===== src/rtl/wallace_mult_pipe.sv =====
// Three-stage Wallace-tree multiplier (signed/unsigned per beat) with valid/ready flow control.
// S1: partial products + first CSA layer, S2: CSA reduction to two rows, S3: final carry-propagate add.
module wallace_mult_pipe #(
   parameter int unsigned WIDTH = 8,
   parameter int unsigned TAG_W = 4
) (
   input  logic               clk,
   input  logic               rst_n,
   input  logic               in_valid,
   output logic               in_ready,
   input  logic               in_tc,
   input  logic [TAG_W-1:0]   in_tag,
   input  logic [WIDTH-1:0]   a,
   input  logic [WIDTH-1:0]   b,
   output logic               out_valid,
   input  logic               out_ready,
   output logic [TAG_W-1:0]   out_tag,
   output logic [2*WIDTH-1:0] product
);

   localparam int unsigned PW = 2 * WIDTH;
   localparam int unsigned N  = WIDTH + 1;
   localparam int unsigned R0 = WIDTH + 2;
   localparam int unsigned R1 = 2 * (R0 / 3) + R0 % 3;

   typedef logic [R0-1:0][PW-1:0] rows_t;

   // One Wallace layer: every full group of three rows becomes sum + shifted carry.
   function automatic rows_t csa_layer(input rows_t r, input int unsigned n);
      rows_t       o;
      int unsigned g3;
      o  = '0;
      g3 = n / 3;
      for (int unsigned g = 0; g < R0 / 3; g++) begin
         if (g < g3) begin
            o[2*g]   = r[3*g] ^ r[3*g+1] ^ r[3*g+2];
            o[2*g+1] = ((r[3*g] & r[3*g+1]) | (r[3*g] & r[3*g+2]) |
                        (r[3*g+1] & r[3*g+2])) << 1;
         end
      end
      for (int unsigned i = 0; i < 2; i++) begin
         if (i < n % 3) o[2*g3+i] = r[3*g3+i];
      end
      return o;
   endfunction

   logic             v1_q, v2_q, v3_q;
   logic             v1_d, v2_d, v3_d;
   logic             adv1, adv2, adv3;
   logic             ld1, ld2, ld3;
   rows_t            rows1_q, rows1_d;
   logic [PW-1:0]    sum_q, sum_d, car_q, car_d;
   logic [PW-1:0]    prod_q, prod_d;
   logic [TAG_W-1:0] tag1_q, tag2_q, tag3_q;
   logic [N-1:0]     xa, yb;
   rows_t            pp, red;
   int unsigned      nrows;

   // Stall chain: a stage advances if its successor is empty or advancing itself.
   always_comb begin
      adv3     = out_ready;
      adv2     = !v3_q || adv3;
      adv1     = !v2_q || adv2;
      in_ready = !v1_q || adv1;
      ld1      = in_ready;
      ld2      = !v2_q || adv2;
      ld3      = !v3_q || adv3;
      v1_d     = ld1 ? in_valid : v1_q;
      v2_d     = ld2 ? v1_q     : v2_q;
      v3_d     = ld3 ? v2_q     : v3_q;
   end

   // Baugh-Wooley on (WIDTH+1)-bit operands; unsigned mode zero-extends, signed sign-extends.
   always_comb begin
      pp = '0;
      xa = {in_tc & a[WIDTH-1], a};
      yb = {in_tc & b[WIDTH-1], b};
      for (int unsigned i = 0; i < N; i++) begin
         for (int unsigned j = 0; j < N; j++) begin
            if (i + j < PW) pp[i][i+j] = (xa[i] & yb[j]) ^ ((i == N - 1) != (j == N - 1));
         end
      end
      pp[N][WIDTH+1] = 1'b1;
      rows1_d = csa_layer(pp, R0);
   end

   always_comb begin
      red   = rows1_q;
      nrows = R1;
      for (int unsigned l = 0; l < R0; l++) begin
         if (nrows > 2) begin
            red   = csa_layer(red, nrows);
            nrows = 2 * (nrows / 3) + nrows % 3;
         end
      end
      sum_d = red[0];
      car_d = red[1];
   end

   assign prod_d = sum_q + car_q;

   // Data registers only load real beats so outputs stay zero until the first product.
   always_ff @(posedge clk or negedge rst_n) begin
      if (!rst_n) begin
         v1_q    <= 1'b0;
         v2_q    <= 1'b0;
         v3_q    <= 1'b0;
         rows1_q <= '0;
         sum_q   <= '0;
         car_q   <= '0;
         prod_q  <= '0;
         tag1_q  <= '0;
         tag2_q  <= '0;
         tag3_q  <= '0;
      end else begin
         v1_q <= v1_d;
         v2_q <= v2_d;
         v3_q <= v3_d;
         if (ld1 && in_valid) begin
            rows1_q <= rows1_d;
            tag1_q  <= in_tag;
         end
         if (ld2 && v1_q) begin
            sum_q  <= sum_d;
            car_q  <= car_d;
            tag2_q <= tag1_q;
         end
         if (ld3 && v2_q) begin
            prod_q <= prod_d;
            tag3_q <= tag2_q;
         end
      end
   end

   assign out_valid = v3_q;
   assign out_tag   = tag3_q;
   assign product   = prod_q;

endmodule

===== config.mk =====
export PLATFORM = sky130hd
export DESIGN_NAME = wallace_mult_pipe
export DESIGN_NICKNAME = d
export VERILOG_FILES = /design/src/rtl/wallace_mult_pipe.sv
export SDC_FILE = /design/constraint.sdc
export NUM_CORES = 1
export LEC_CHECK = 0
export ABC_AREA = 1
export CORE_UTILIZATION = 45
export CTS_CLUSTER_DIAMETER = 40
export DETAILED_ROUTE_END_ITERATION = 6
export GPL_ROUTABILITY_DRIVEN = 0
export RECOVER_POWER = 50
export SYNTH_ARGS = -nofsm -noshare
export SYNTH_HDL_FRONTEND = slang
export SYNTH_SLANG_ARGS = --single-unit

===== constraint.sdc =====
create_clock -name clk -period 4.29 [get_ports clk]
set_input_delay 0.6435 -clock clk [delete_from_list [all_inputs] [get_ports clk]]
set_output_delay 0.6435 -clock clk [all_outputs]
set_load 0.02 [all_outputs]

==> reports/results.ini, run 1 <==
[timing]
slew_viol_final = 34
rsz0062_at_grt = no
tightest_slew_ns = 1.78
hold_slack_ns = 0.286
tns_ns = 0
setup_violations = 0
fmaxAchievable_mhz = 372
fin_crit_ns = 2.69
period_share = 0.626
relSlewSlack = -0.188
hold_violations = 0
fin_skew_ns = 0.00882

[die]
rows = 44
die_y_um = 125
pin_count = 47
dieArea_um2 = 15600
core_um2 = 14600
fp.dieW_um = 125
initial_utilization = 0.464

[drt]
postRouteAntennaNets = 0
wl_um = 14600
routed_via_density = 4.89
drtIter0Drc = 300
num_vias = 4991
dr.pass1.iters = 7
dr_wl_met3_um = 802
wl_met1_um = 6750
wl_per_cell_um = 14.3
drc = 15
wl_met2_um = 6710
routed.top_layer = met4

[cts]
htree_levels = 4
clk_pin_slew_ns = 0.05
clock_sinks = 116
post-cts-setup-buffers = 0
ctsLongestPathBuffers = 2
post_cts_resized = 0
clk_latency_ns = 0.42
cts_buffers = 17
cts_hold_buf = 0
cts_tree = done
cts_root_buf = clkbuf_16

[flow_run]
maxCapViolCount = 1

[worst_setup_path]
critPathArrivalTime_ns = 2.99
start_kind = register
regToRegStartpoint = rows1_q[57]
cp_max_fo = 2
rr_worst_depth = 8
crit_required_ns = 4.59
r2r_slack_ns = 1.60
critPathKind = reg -> reg
end_kind = register
r2r_end = sum_q[9]

[power]
clkPwrFrac = 0.322
swShare = 0.346
p_per_area_nw_per_um2 = 623
pwr-share-comb = 0.361
ir_drop_mv = 0.332
leakage_nw = 4.42
net-switching-power_mw = 1.72
internal-power_mw = 3.24
pwr-share-seq = 0.317

[global_routing]
grt_max_degree = 70
grt_pass1_vias = 5196
grt_usage = 0.208
antenna_found_initial = 0
grt_pass1_wl_um = 25300
gr-total-overflow = 0

[worst_hold_path]
hp-class = in -> async

[run_status]
status = complete, but fails checks
violations = design-rule violations, max-capacitance violations, max-slew violations

[synth]
synth_top_area_frac = 0.427
synth_seq_area_share = 0.427
netlist_instances = 792
synth_ff_type = dfrtp_1
synth_edf_count = 0
synth_largest_area_cell = dfrtp_1
yosys_warnings = 0
yosys_register_bits = 116
syn_nets = 903
syn_area_um2 = 6800
ys_types = 27
yosys-top-cells-area = dfrtp_1 43%, nand2_1 19%, fa_1 15%
async_flop_share = 1.00
synth_area_per_cell_um2 = 8.58

[cells_and_area]
area_delta_synth_final_pct = 17.3
fillCellCount = 1381
diodes = 0
mostFrequentLayoutCells = 341 x nand2_1, 116 x dfrtp_1, 114 x inv_1
layout-drive-gt1-share = 0.0454
post-route-util = 0.544
final_common_cell = nand2_1
fin_nets = 935

[placement]
dp_hpwl_um = 10200
port_buffers = 46

## through the flow
stage	total power [mW]	cells	area (um^2)	setup WS (ns)
global placement	3.36	989	7310	1.62
floorplan	2.81	792	6800	1.69
global route	5.39	1021	7970	1.33
finish	4.96	1021	7970	1.60
CTS	5.03	1021	7980	1.59
detailed placement	3.41	989	7310	1.56
## power by group through the flow
stage	clock, mW	sequential (mW)	combinational, mW
final	1.60	1.57	1.79
after CTS	1.62	1.58	1.83
after global routing	1.68	1.62	2.09
after floorplan	0	1.67	1.14
after global placement	0	1.58	1.78
after detailed placement	0	1.59	1.82
## cell families (layout without fill, tap and decap cells)
kind of cell               count (synthesis)  after routing  share of synthesized area
adders and majority gates                 86             86                      0.216
xor gates and xnor gates                   6              6                    0.00773
AOI/OAI and AO/OA                         49             49                     0.0370
DFF                                      116            116                      0.427
and+or+nand+nor                          381            381                      0.218
buffers and inverters                    154            199                     0.0946
## area by class of cell
cell class                 count  area (um^2)  area share
clock inverter                 8          169      0.0212
timing repair buffer          50          477      0.0598
inverter                     117          439      0.0551
tap                          184          230      0.0289
sequential                   116         2900       0.364
clock buffer                  24          502      0.0630
multi-input combinational    522         3250       0.408
## routing by layer
layer | GRT usage | up-vias
met5 | 0 | -
met4 | 0.0968 | 0
met3 | 0.0550 | 22
met2 | 0.326 | 123
met1 | 0.271 | 2417
li1 | - | 2429
## flip-flops by register name, summed over array words and instances (netlist names)
register / flops
v2_q: 1
rows1_q: 59
product: 16
sum_q: 16
out_valid: 1
v1_q: 1
car_q: 10
tag1_q: 4
tag2_q: 4
out_tag: 4
## worst max path at each step
stage                     slack (ns)  depth (start not counted)         from         end
final                           1.60                          8  rows1_q[57]    sum_q[9]
after global routing            1.33                          2        rst_n  product[6]
after CTS                       1.59                          8  rows1_q[57]    sum_q[9]
after detailed placement        1.56                          8  rows1_q[57]    sum_q[9]
after global placement          1.62                          8  rows1_q[57]    sum_q[9]
after floorplan                 1.69                          8  rows1_q[57]    sum_q[9]
## critical path, stage by stage (launching register included)
cell and delay, ns:
dfrtp_1 0.39, fa_1 0.54, inv_1 0.05, fa_1 0.49, fa_1 0.49, inv_1 0.05
fa_1 0.43, nand2_1 0.08, nand2_1 0.05
## cell usage after synthesis (2+ instances only)
cell and instances:
ha_1 34, clkbuf_1 17, o21ai_0 40, inv_2 2, dfrtp_1 116, nand3_1 16, a21oi_1 5, nand2_2 2
a31oi_1 3, buf_2 12, buf_6 6, nand3b_1 2, nand2_1 341, nor2_1 15, xnor2_1 5, inv_1 114
fa_1 52
Note: power is estimated with default switching activity, not from simulation.
==> inputs of run 2 (changes only) <==
==> constraint.sdc (replaced) <==
create_clock -name clk -period 2.7 [get_ports clk]
set_input_delay 0.405 -clock clk [delete_from_list [all_inputs] [get_ports clk]]
set_output_delay 0.405 -clock clk [all_outputs]
set_load 0.02 [all_outputs]
==> reports/results.ini, run 2 (synthesis gave the netlist of run 1 again) <==
[worst_setup_path]
regToRegStartpoint = rows1_q[9]
crit_path_start = rows1_q[9]
end_kind = register
critPathArrivalTime_ns = 3.03  ; +0.04 ns
r2r_slack_ns = -0.03  ; -1.63 ns
cp_max_fo = 2  ; unchanged
r2r_end = sum_q[9]
critPathKind = reg -> reg
crit_family = adder cells
start_kind = register
rr_worst_depth = 8  ; unchanged
crit_slowest_cell = fa_1
crit_required_ns = 3.01  ; -1.58 ns
crit_end = sum_q[9]
path_buf_inv = 2  ; unchanged
critPathMaxStageDelay_ns = 0.55  ; about the same
path_cells = fa_1, inv_2, fa_1, fa_1, inv_2, fa_1, nand2_1, nand2_1
crit_path_frequent_cell = fa_1
path_depth = 8  ; unchanged

[run_status]
violations = design-rule violations, max-capacitance violations, max-slew violations, negative setup slack
status = complete, but fails checks

[timing]
setup_violations = 1  ; +1
tightest_slew_ns = 1.60  ; -0.181 ns
fin_skew_ns = 0.00746  ; -0.00136 ns
slew_viol_final = 117  ; +240%
relSlewSlack = -0.0667  ; +0.121
rsz0062_at_grt = yes
fin_crit_ns = 2.73  ; +0.0407 ns
tns_ns = -0.0273  ; -0.0273 ns
fmaxAchievable_mhz = 367  ; -1.5%
period_share = 1.01  ; +0.384
worst_slack_ns = -0.0273  ; -1.63 ns
hold_violations = 0  ; unchanged

[global_routing]
grt_max_degree = 117  ; +67%
grt_pass1_wl_um = 24500  ; -3.0%
gr-total-overflow = 0  ; unchanged
grt_usage = 0.203  ; -0.00548
grt_pass1_vias = 5000  ; -3.8%
antenna_found_initial = 0  ; unchanged

[placement]
port_buffers = 46  ; unchanged
dp_hpwl_um = 10100  ; -0.34%
place_ws_ns = -0.00548  ; -1.57 ns
dp.cells = 994  ; +0.51%

[cells_and_area]
diodes = 0  ; unchanged
top_register = rows1_q
final_common_cell = nand2_1
post-route-util = 0.546  ; +0.00154
area_delta_synth_final_pct = 17.6
mostFrequentLayoutCells = 341 x nand2_1, 116 x dfrtp_1, 112 x inv_1
layout-drive-gt1-share = 0.0582  ; +0.0128
fillCellCount = 1375  ; -0.43%
largest_reg_flops = 59  ; unchanged
fin_nets = 940  ; +0.53%
final_cells = 1026  ; +0.49%

[die]
core_um2 = 14600  ; unchanged
die_y_um = 125  ; unchanged
fp.dieW_um = 125  ; unchanged
rows = 44  ; unchanged
initial_utilization = 0.464  ; unchanged
pin_count = 47  ; unchanged
dieArea_um2 = 15600  ; unchanged

[drt]
drtIter0Drc = 319  ; +6.3%
wl_um = 14500  ; -0.81%
wl_per_cell_um = 14.1  ; -1.3%
routed_via_density = 4.81  ; -1.6%
postRouteAntennaNets = 0  ; unchanged
dr.pass1.iters = 7  ; unchanged
num_vias = 4935  ; -1.1%
drc = 14  ; -1

[power]
clkPwrFrac = 0.304  ; -0.018
net-switching-power_mw = 2.74  ; +59%
pwr-share-seq = 0.322  ; +0.005
swShare = 0.353  ; +0.00644
internal-power_mw = 5.02  ; +55%
leakage_nw = 4.43  ; +0.33%
ir_drop_mv = 0.513  ; +54%
pwr-share-comb = 0.373  ; +0.012
p_per_area_nw_per_um2 = 970  ; +56%

[cts]
clk_latency_ns = 0.41  ; about the same
cts_buffers = 17  ; unchanged
ctsLongestPathBuffers = 2  ; unchanged
clk_pin_slew_ns = 0.05  ; about the same
cts_root_buf = clkbuf_16
cts_tree = done
clock_sinks = 116  ; unchanged
htree_levels = 4  ; unchanged
post-cts-setup-buffers = 0  ; unchanged

[worst_hold_path]
hp-class = reg -> reg

[flow_run]
maxCapViolCount = 1  ; unchanged

run 2: worst min path at each step:
stage,start,end,slack [ns],cells past startpoint
finish,tag1_q[1],tag1_q[1],0.47,2
detailed placement,sum_q[0],product[0],0.46,2
floorplan,rst_n,car_q[10],0.11,0
global placement,sum_q[1],product[1],0.46,2
CTS,rst_n,out_tag[2],0.1,2
global route,sum_q[1],product[1],0.49,2
run 2: metal layers:
| layer | global-route usage | part of all wire | vias up |
|---|---|---|---|
| li1 | - | - | 2436 |
| met1 | 0.271 | 0.47 | 2363 |
| met2 | 0.314 | 0.46 | 110 |
| met3 | 0.0546 | 0.042 | 26 |
| met4 | 0.0832 | 0.026 | 0 |
| met5 | 0 | 0 | - |
run 2: area by class of cell:
class | count | area, um^2 | area share
clock buffers | 24 | 512 | 0.0640
repair buffers | 55 | 538 | 0.0673
flip-flops and latches | 116 | 2900 | 0.363
clock inverters | 8 | 120 | 0.0150
multi-input cells | 522 | 3250 | 0.407
inverters | 117 | 439 | 0.0549
well taps | 184 | 230 | 0.0288
run 2: timing repair:
item	in CTS	in global routing
hold buffers	0	0
pin swaps	0	1
gates resized for setup	0	2
gates cloned	0	0
setup endpoints to repair	1	2
run 2: power by group through the flow:
stage | registers, mW | logic, mW | clock network [mW]
floorplan | 2.65 | 1.82 | 0
global placement | 2.51 | 2.85 | 0
detailed placement | 2.53 | 2.90 | 0
CTS | 2.50 | 2.94 | 2.41
global route | 2.56 | 3.38 | 2.50
finish | 2.50 | 2.90 | 2.36
run 2: tightest hold or removal path, delay by kind of cell (launching register included):
kind / cells / cell delay (ns)
AND/OR/NAND/NOR: 2 / 0.10
flip-flops: 1 / 0.34
run 2: stage by stage:
stage	power, mW	instance area [um^2]	hold WS (ns)
6_report	7.76	7990	0.475
4_1_cts	7.85	8010	0.0996
2_1_floorplan	4.46	6800	0.109
5_1_grt	8.43	7990	0.493
3_3_place_gp	5.36	7370	0.461
3_5_place_dp	5.43	7370	0.463
